===== src/rtl/panel_scan_scheduler.sv =====
// Bitplane scan scheduler for an LED matrix panel: sequences row shifting, blank/latch
// timing, binary-weighted plane on-times and frame-boundary double-buffer swaps.
module panel_scan_scheduler #(
  parameter int unsigned ROW_BITS   = 3,
  parameter int unsigned PLANE_BITS = 2,
  parameter int unsigned BASE_ON    = 32,
  parameter int unsigned TIMER_BITS = 16
) (
  input  logic                  clock,
  input  logic                  reset_n,
  input  logic                  enable,
  output logic                  shift_start,
  output logic [ROW_BITS-1:0]   shift_row,
  output logic [PLANE_BITS-1:0] shift_plane,
  input  logic                  shift_done,
  output logic                  lp_blank,
  output logic                  lp_latch,
  output logic [ROW_BITS-1:0]   lp_address,
  input  logic                  swap_req,
  output logic                  swap_ack,
  output logic                  buffer_sel,
  output logic                  frame_tick
);

  localparam int unsigned POS_W = ROW_BITS + PLANE_BITS;

  typedef enum logic [2:0] {
    IDLE,
    SHIFT,
    WAIT_ON,
    BLANK,
    LATCH,
    UNBLANK,
    DRAIN
  } state_e;

  state_e                state_q, state_d;
  logic [TIMER_BITS-1:0] timer_q, timer_d;
  logic                  shift_start_q, shift_start_d;
  logic [ROW_BITS-1:0]   shift_row_q, shift_row_d;
  logic [PLANE_BITS-1:0] shift_plane_q, shift_plane_d;
  logic                  lp_blank_q, lp_blank_d;
  logic                  lp_latch_q, lp_latch_d;
  logic [ROW_BITS-1:0]   lp_address_q, lp_address_d;
  logic                  swap_ack_q, swap_ack_d;
  logic                  buffer_sel_q, buffer_sel_d;
  logic                  frame_tick_q, frame_tick_d;

  logic                  timer_expiring;
  logic                  last_pos;

  // Expiry tests the value the timer reaches this cycle, so lit spans are exactly BASE_ON<<p.
  assign timer_expiring = (timer_q <= TIMER_BITS'(1));
  assign last_pos       = (&shift_row_q) & (&shift_plane_q);

  // State and output registers
  always_ff @(posedge clock or negedge reset_n) begin
    if (!reset_n) begin
      state_q       <= IDLE;
      timer_q       <= '0;
      shift_start_q <= 1'b0;
      shift_row_q   <= '0;
      shift_plane_q <= '0;
      lp_blank_q    <= 1'b1;
      lp_latch_q    <= 1'b0;
      lp_address_q  <= '0;
      swap_ack_q    <= 1'b0;
      buffer_sel_q  <= 1'b0;
      frame_tick_q  <= 1'b0;
    end else begin
      state_q       <= state_d;
      timer_q       <= timer_d;
      shift_start_q <= shift_start_d;
      shift_row_q   <= shift_row_d;
      shift_plane_q <= shift_plane_d;
      lp_blank_q    <= lp_blank_d;
      lp_latch_q    <= lp_latch_d;
      lp_address_q  <= lp_address_d;
      swap_ack_q    <= swap_ack_d;
      buffer_sel_q  <= buffer_sel_d;
      frame_tick_q  <= frame_tick_d;
    end
  end

  // Next-state and next-output logic
  always_comb begin
    state_d       = state_q;
    timer_d       = (timer_q != '0) ? timer_q - TIMER_BITS'(1) : timer_q;
    shift_start_d = 1'b0;
    shift_row_d   = shift_row_q;
    shift_plane_d = shift_plane_q;
    lp_blank_d    = lp_blank_q;
    lp_latch_d    = 1'b0;
    lp_address_d  = lp_address_q;
    swap_ack_d    = 1'b0;
    buffer_sel_d  = buffer_sel_q;
    frame_tick_d  = 1'b0;

    case (state_q)
      IDLE: begin
        lp_blank_d = 1'b1;
        if (enable) begin
          shift_start_d = 1'b1;
          state_d       = SHIFT;
        end
      end
      SHIFT: begin
        if (shift_done) begin
          state_d = WAIT_ON;
        end
      end
      WAIT_ON: begin
        if (timer_expiring) begin
          lp_blank_d = 1'b1;
          state_d    = BLANK;
        end
      end
      BLANK: begin
        lp_latch_d   = 1'b1;
        lp_address_d = shift_row_q;
        state_d      = LATCH;
      end
      LATCH: begin
        lp_blank_d = 1'b0;
        timer_d    = TIMER_BITS'(BASE_ON) << shift_plane_q;
        state_d    = UNBLANK;
      end
      UNBLANK: begin
        // Frame boundary: swap here so the following (0,0) shift reads the new buffer
        if (last_pos) begin
          frame_tick_d = 1'b1;
          if (swap_req) begin
            buffer_sel_d = ~buffer_sel_q;
            swap_ack_d   = 1'b1;
          end
        end
        if (enable) begin
          {shift_row_d, shift_plane_d} = {shift_row_q, shift_plane_q} + POS_W'(1);
          shift_start_d = 1'b1;
          state_d       = SHIFT;
        end else begin
          state_d = DRAIN;
        end
      end
      DRAIN: begin
        if (timer_expiring) begin
          lp_blank_d    = 1'b1;
          shift_row_d   = '0;
          shift_plane_d = '0;
          state_d       = IDLE;
        end
      end
      default: begin
        state_d = IDLE;
      end
    endcase
  end

  assign shift_start = shift_start_q;
  assign shift_row   = shift_row_q;
  assign shift_plane = shift_plane_q;
  assign lp_blank    = lp_blank_q;
  assign lp_latch    = lp_latch_q;
  assign lp_address  = lp_address_q;
  assign swap_ack    = swap_ack_q;
  assign buffer_sel  = buffer_sel_q;
  assign frame_tick  = frame_tick_q;

endmodule


===== config.mk =====
export PLATFORM = sky130hd
export DESIGN_NAME = panel_scan_scheduler
export DESIGN_NICKNAME = d
export VERILOG_FILES = /design/src/rtl/panel_scan_scheduler.sv
export SDC_FILE = /design/constraint.sdc
export NUM_CORES = 1
export LEC_CHECK = 0
export BUFFER_PORTS_ARGS = -buffer_cell sky130_fd_sc_hd__buf_2
export CORE_MARGIN = 10
export CORE_UTILIZATION = 60
export CTS_BUF_LIST = sky130_fd_sc_hd__clkbuf_2
export DETAILED_ROUTE_END_ITERATION = 12
export GPL_TIMING_DRIVEN = 0
export PLACE_DENSITY = 0.78
export SYNTH_ARGS = -nofsm -noshare
export SYNTH_HDL_FRONTEND = slang
export SYNTH_SLANG_ARGS = --single-unit
export TNS_END_PERCENT = 1

===== constraint.sdc =====
create_clock -name clock -period 2.6 [get_ports clock]
set_input_delay 0.39 -clock clock [delete_from_list [all_inputs] [get_ports clock]]
set_output_delay 0.39 -clock clock [all_outputs]
set_load 0.02 [all_outputs]

==> results.tsv, run 1 <==
metric	value	unit
Yosys warning count	0	
Worst-Skew Late Latency	0.39	ns
HPWL Detailed	2.89	mm
timing endpoint of the critical path	timer_q[10]	
critical path launch point	timer_q[0]	
Reg2Reg Depth	6	
DRT iter0 DRCs	175	
number of top-level pins	19	
number of resized instances in the post-cts repair step	0	
largest clock skew in the final design	0.0122	ns
flip-flop and latch count after synthesis	33	
post-CTS repair timing setup buffer count	0	
final core area utilization	0.707	
post-synthesis sequential area ratio	0.452	
syn_area_per_cell	9.44	µm²
number of buffers on the longest clock path	2	
area grow syn2layout	9.22	%
share of async-settable or async-resettable flops after synthesis	1.00	
r2r endpoint	timer_q[10]	
unrepaired setup endpoints after global routing	no	
VDD IR max	0.708	mV
area fraction in compound gates after synthesis	0.128	
number of remaining DRC errors	0	
maximum level of the CTS H-tree	2	
dominant register cell in the synthesized netlist	dfrtp_1	
post-layout minimum cycle time	2.11	ns
adder-cell area share of the yosys netlist	0.0478	
area of all placed cells without fillers	0.00200	mm²
XOR/XNOR Fraction of Synth Area	0.0143	
Reg-to-Reg Start	timer_q[0]	
leakage power figure	0.940	nW
Reg2Reg Setup Slack	0.49	ns
all-layer global routing usage	0.150	
pre-CTS setup slack	0.548	ns
status	completed	
Worst EP required	2.92	ns
Final setup violation count	0	
Num Clock Sinks	33	
final clock period utilization by the worst path	0.811	
last weighted congestion value of the routability-driven placer	0.891	
starting utilization of the core area	0.648	
transition at the pin with the smallest max-transition slack	0.723	ns
CTS tree	built	
highest clock rate	474	MHz
net count of the finished layout	231	
syn_nets	206	
fraction of layout instances using a drive strength above 1	0.177	
GR Overflow Total	0	
horizontal die dimension	75.3	µm
detail-routed net length per standard cell	16.1	µm
Antenna Diode Count	0	
number of input and output port buffers inserted	18	
first-pass GRT wire length	6.59	mm
type of the tightest min-delay check	in -> async	
area of the core	0.00283	mm²
final count of hold timing violations	0	
critical path capture point type	flip-flop	
Vias/cell	6.11	
detailed-route wire length	4.04	mm
# hold bufs at CTS	0	
number of flops mapped to enable cells by yosys	0	
Reg clk slew, reported paths	0.17	ns
worst path arrival time	2.43	ns
synthesized netlist cell count	194	
distinct cell type count of the synthesized netlist	49	
startpoint type of the worst setup path	flip-flop	
mux contribution to synthesized area	0.0109	
maximum number of pins on one net before global-route repair	34	
post-synthesis instance area	0.00183	mm²
number of cells in the finished layout apart from fillers	251	
Chip Height	75.3	µm
combinational family with the most area after synthesis	simple AND/OR/NAND/NOR gates	
CTS Root Buffer Type	clkbuf_2	
vias in the first global route	1430	
total vias in the final route	1534	
placed standard-cell area	0.00196	mm²
number of clock buffers inserted by TritonCTS	5	
minimum setup slack in the final design	0.491	ns
count of TritonRoute iterations in the first routing pass	4	
headroom to the max-slew limit	0.518	
Row Count	19	
number of antenna violations at the first check in global routing	0	
worst setup path category	reg -> reg	
post-synthesis share of cell area spent on and, or, nand and nor gates	0.301	
final setup TNS	0	ns
count of pins over their slew limit	0	
cell total after placement	243	
worst-path maximum fanout	5	
DIE AREA	0.00566	mm²
Max-cap violations	0	
total power density per cell area	1230	mW/mm²
ANT nets after route	0	
## state kept, by name (all words and copies together), names as in the netlist
signal / cells
timer_q: 16
lp_address: 3
shift_row: 3
state_q: 3
shift_plane: 2
buffer_sel: 1
frame_tick: 1
lp_blank: 1
lp_latch: 1
shift_start: 1
swap_ack: 1
## area by class of cell
| cell class | instances | area (µm²) |
|---|---|---|
| Timing Repair Buffer | 18 | 90.1 |
| Tap cell | 31 | 38.8 |
| Sequential cell | 33 | 827 |
| Buffer | 10 | 52.6 |
| Clock buffer | 8 | 40.0 |
| Fill cell | 246 | 828 |
| Multi-Input combinational cell | 142 | 918 |
| Inverter | 9 | 33.8 |
## cell families after synthesis
group           Yosys count
compound gates           38
xor+xnor                  3
fa+ha+maj                 7
buf+inv                  19
flops                    33
mux                       2
simple gates             92
## worst max-delay path, stage by stage, from the launching register on
cell,delay [ns]
dfrtp_1,0.48
inv_1,0.14
ha_1,0.24
nor3b_1,0.40
nand3_1,0.20
nor4_1,0.35
mux2i_1,0.22
## per-layer routing
layer / vias up / GRT usage / share of wire
met5: - / 0 / 0
met4: 0 / 0.0598 / 0.016
met3: 7 / 0.0552 / 0.074
met2: 54 / 0.212 / 0.45
met1: 712 / 0.203 / 0.46
li1: 761 / - / -
## how the worst min path moves through the flow
stage | cells past startpoint | end | slack [ns] | start
after floorplan | 0 | buffer_sel | 0.09 | reset_n
after global placement | 1 | buffer_sel | 0.45 | buffer_sel
after detailed placement | 2 | lp_address[2] | 0.47 | lp_address[2]
after CTS | 1 | shift_plane[1] | 0.04 | reset_n
after global routing | 1 | swap_ack | 0.03 | reset_n
final | 1 | timer_q[1] | 0.03 | reset_n
## metrics by stage
step | hold WS, ns | total power, W
after global placement | 0.451 | 0.00215
after floorplan | 0.0944 | 0.00187
after detailed placement | 0.469 | 0.00221
after global routing | 0.0340 | 0.00268
after CTS | 0.0378 | 0.00246
final | 0.0256 | 0.00247
## cells in the mapped netlist (2+ instances only)
master | instances | area, µm²
nand2_1 | 22 | 82.6
nor2b_1 | 2 | 12.5
nor4b_1 | 2 | 17.5
nor4_1 | 5 | 31.3
or3_1 | 4 | 25.0
o31ai_1 | 5 | 37.5
mux2i_1 | 2 | 20.0
clkbuf_1 | 4 | 15.0
and3_1 | 2 | 12.5
nor2_1 | 10 | 37.5
a21oi_1 | 11 | 55.1
a31oi_1 | 3 | 18.8
nand4_1 | 9 | 56.3
xor2_1 | 2 | 17.5
or3b_2 | 2 | 17.5
or4_1 | 5 | 37.5
buf_2 | 3 | 15.0
ha_1 | 7 | 87.6
inv_1 | 9 | 33.8
nor3_1 | 7 | 35.0
o21ai_0 | 10 | 50.1
nand3b_1 | 2 | 15.0
nand3_1 | 3 | 15.0
and2_1 | 3 | 18.8
a221oi_1 | 2 | 17.5
nor3b_1 | 2 | 15.0
dfrtp_1 | 32 | 801
nor4_4 | 2 | 42.5
a211oi_1 | 2 | 15.0
## power breakdown
| group | switching, W | internal (W) |
|---|---|---|
| clock | 0.000175 | 0.0000793 |
| combinational | 0.000738 | 0.000500 |
| sequential | 0.000259 | 0.000716 |
| total | 0.00117 | 0.00129 |
## cell usage in the layout (no fill, tap or decap), types with 5 or more instances in the layout
master and instances:
nor3_1 7, nand2_1 22, o21ai_0 10, o31ai_1 5, clkbuf_2 8, buf_2 21
nor2_1 10, dfrtp_1 32, or4_1 5, inv_1 9, nor4_1 5, ha_1 7
nand4_1 9, a21oi_1 11
(Power assumes the default switching activity.)
==> run 2, diff against run 1 <==
- clock period: 2.6 -> 2.1 ns (I/O delays scaled with it)
==> results.tsv, run 2 (same netlist as run 1, synthesis figures left out) <==
metric	value	unit
status	completed	
area grow syn2layout	10.5	%
worst path arrival time	2.31	ns
final count of hold timing violations	0	
last weighted congestion value of the routability-driven placer	0.891	
clock share of power	0.102	
total power density per cell area	1520	mW/mm²
headroom to the max-slew limit	0.520	
leading cell type in the layout, fill and taps excluded	dfrtp_1	
DIE AREA	0.00566	mm²
startpoint type of the worst setup path	flip-flop	
area of the core	0.00283	mm²
Biggest register	timer_q	
number of clock buffers inserted by TritonCTS	5	
fill cell instance count of the final layout	241	
number of remaining DRC errors	0	
unrepaired setup endpoints after global routing	no	
first-pass GRT wire length	6.60	mm
Num Clock Sinks	33	
commonest non-fill, non-tap cells in the layout	32 x dfrtp_1, 22 x nand2_1, 21 x buf_2	
VDD IR max	0.892	mV
type of the tightest min-delay check	in -> reg	
worst setup path category	reg -> reg	
number of antenna violations at the first check in global routing	0	
Reg clk slew, reported paths	0.17	ns
count of pins over their slew limit	0	
number of flip-flops in the largest register	16	
critical path capture point type	flip-flop	
Switching Fraction	0.474	
starting utilization of the core area	0.648	
detailed-route wire length	4.02	mm
net count of the finished layout	232	
number of input and output port buffers inserted	18	
number of top-level pins	19	
count of TritonRoute iterations in the first routing pass	4	
Antenna Diode Count	0	
worst hold slack	0.170	ns
area of the multi-input gates	930	µm²
Vias/cell	6.04	
GR Overflow Total	0	
HPWL Detailed	2.89	mm
largest clock skew in the final design	0.0131	ns
fraction of layout instances using a drive strength above 1	0.190	
final clock period utilization by the worst path	0.946	
worst-path maximum fanout	9	
total vias in the final route	1522	
power share of the combinational group	0.502	
crit path max-delay cell type	dfrtp_1	
transition at the pin with the smallest max-transition slack	0.720	ns
detail-routed net length per standard cell	16.0	µm
horizontal die dimension	75.3	µm
Row Count	19	
DRT iter0 DRCs	151	
Final setup violation count	0	
Worst-Skew Late Latency	0.39	ns
CTS Root Buffer Type	clkbuf_2	
highest clock rate	504	MHz
sequential cell area	827	µm²
all-layer global routing usage	0.151	
final setup TNS	0	ns
ANT nets after route	0	
post-layout minimum cycle time	1.99	ns
maximum level of the CTS H-tree	2	
crit-path max cell delay	0.49	ns
Worst EP required	2.43	ns
Psw	0.00146	W
number of buffers on the longest clock path	2	
internal power contribution	0.00162	W
relative contribution of sequential cells to total power	0.395	
Chip Height	75.3	µm
CTS tree	built	
maximum number of pins on one net before global-route repair	34	
cells traversed along the worst timing path	inv_1, ha_1, nor4b_2, and3_1, buf_6, or4_1, a21oi_1	
Max-cap violations	0	
vias in the first global route	1433	
leakage power figure	0.953	nW
## run 2: cell count changes in the layout (fill, tap and decap cells not counted), sizes merged
cell	delta
buf	-1
clkbuf	+1
dlygate4sd3	+1
## run 2: metrics by stage
step | utilization | instances | cell area (µm²) | setup slack, ns | power [W]
CTS | 0.713 | 252 | 2020 | 0.124 | 0.00306
floorplan | - | 194 | 1830 | 0.275 | 0.00232
global placement | 0.693 | 243 | 1960 | 0.0876 | 0.00266
finish | 0.715 | 252 | 2020 | 0.114 | 0.00307
detailed placement | 0.693 | 243 | 1960 | 0.0478 | 0.00274
global route | 0.715 | 252 | 2020 | 0.0156 | 0.00334
## run 2: critical path, delay by kind of cell, from the launching register on
family	cells	cell delay, ns
buf+inv	2	0.25
compound gates	1	0.15
flops	1	0.49
simple gates	3	0.81
fa+ha+maj	1	0.21
## run 2: power groups by stage
stage / Clock (W) / Combinational, W / Sequential (W)
after floorplan: 0 / 0.00107 / 0.00125
after global placement: 0 / 0.00147 / 0.00119
after detailed placement: 0 / 0.00152 / 0.00121
after CTS: 0.000320 / 0.00154 / 0.00120
after global routing: 0.000356 / 0.00172 / 0.00126
final: 0.000314 / 0.00154 / 0.00121
## run 2: layer usage
layer | global-route usage | share of wire | vias up
met1 | 0.204 | 0.47 | 699
met4 | 0.0598 | 0.016 | 0
met5 | 0 | 0 | -
li1 | - | - | 765
met2 | 0.212 | 0.45 | 51
met3 | 0.0552 | 0.066 | 7
## run 2: final cells by class
type / instances / area share
repair buffers: 19 / 0.0495
flip-flops and latches: 33 / 0.409
well taps: 31 / 0.0192
inverters: 9 / 0.0167
plain buffers: 10 / 0.0266
multi-input cells: 142 / 0.459
clock buffers: 8 / 0.0198
## run 2: path summary, 6_finish.rpt
kind / from / end / slack [ns] / depth (start not counted)
max in group asynchronous: reset_n / timer_q[10] / 1.15 / 2
hold / removal: swap_req / swap_ack / 0.17 / 2
hold reg to reg: buffer_sel / buffer_sel / 0.49 / 1
min in group asynchronous: reset_n / timer_q[1] / 0.48 / 2
setup reg to reg: timer_q[0] / timer_q[9] / 0.11 / 7
setup / recovery: timer_q[0] / timer_q[9] / 0.11 / 7
## run 2: repair_timing
action / CTS / global route
buffers inserted: 0 / 0
endpoints found under the setup margin: 1 / 5
hold endpoints to repair: 32 / 0
gates resized for setup: 1 / 2
cloned: 0 / 0
hold buffers: 1 / 0
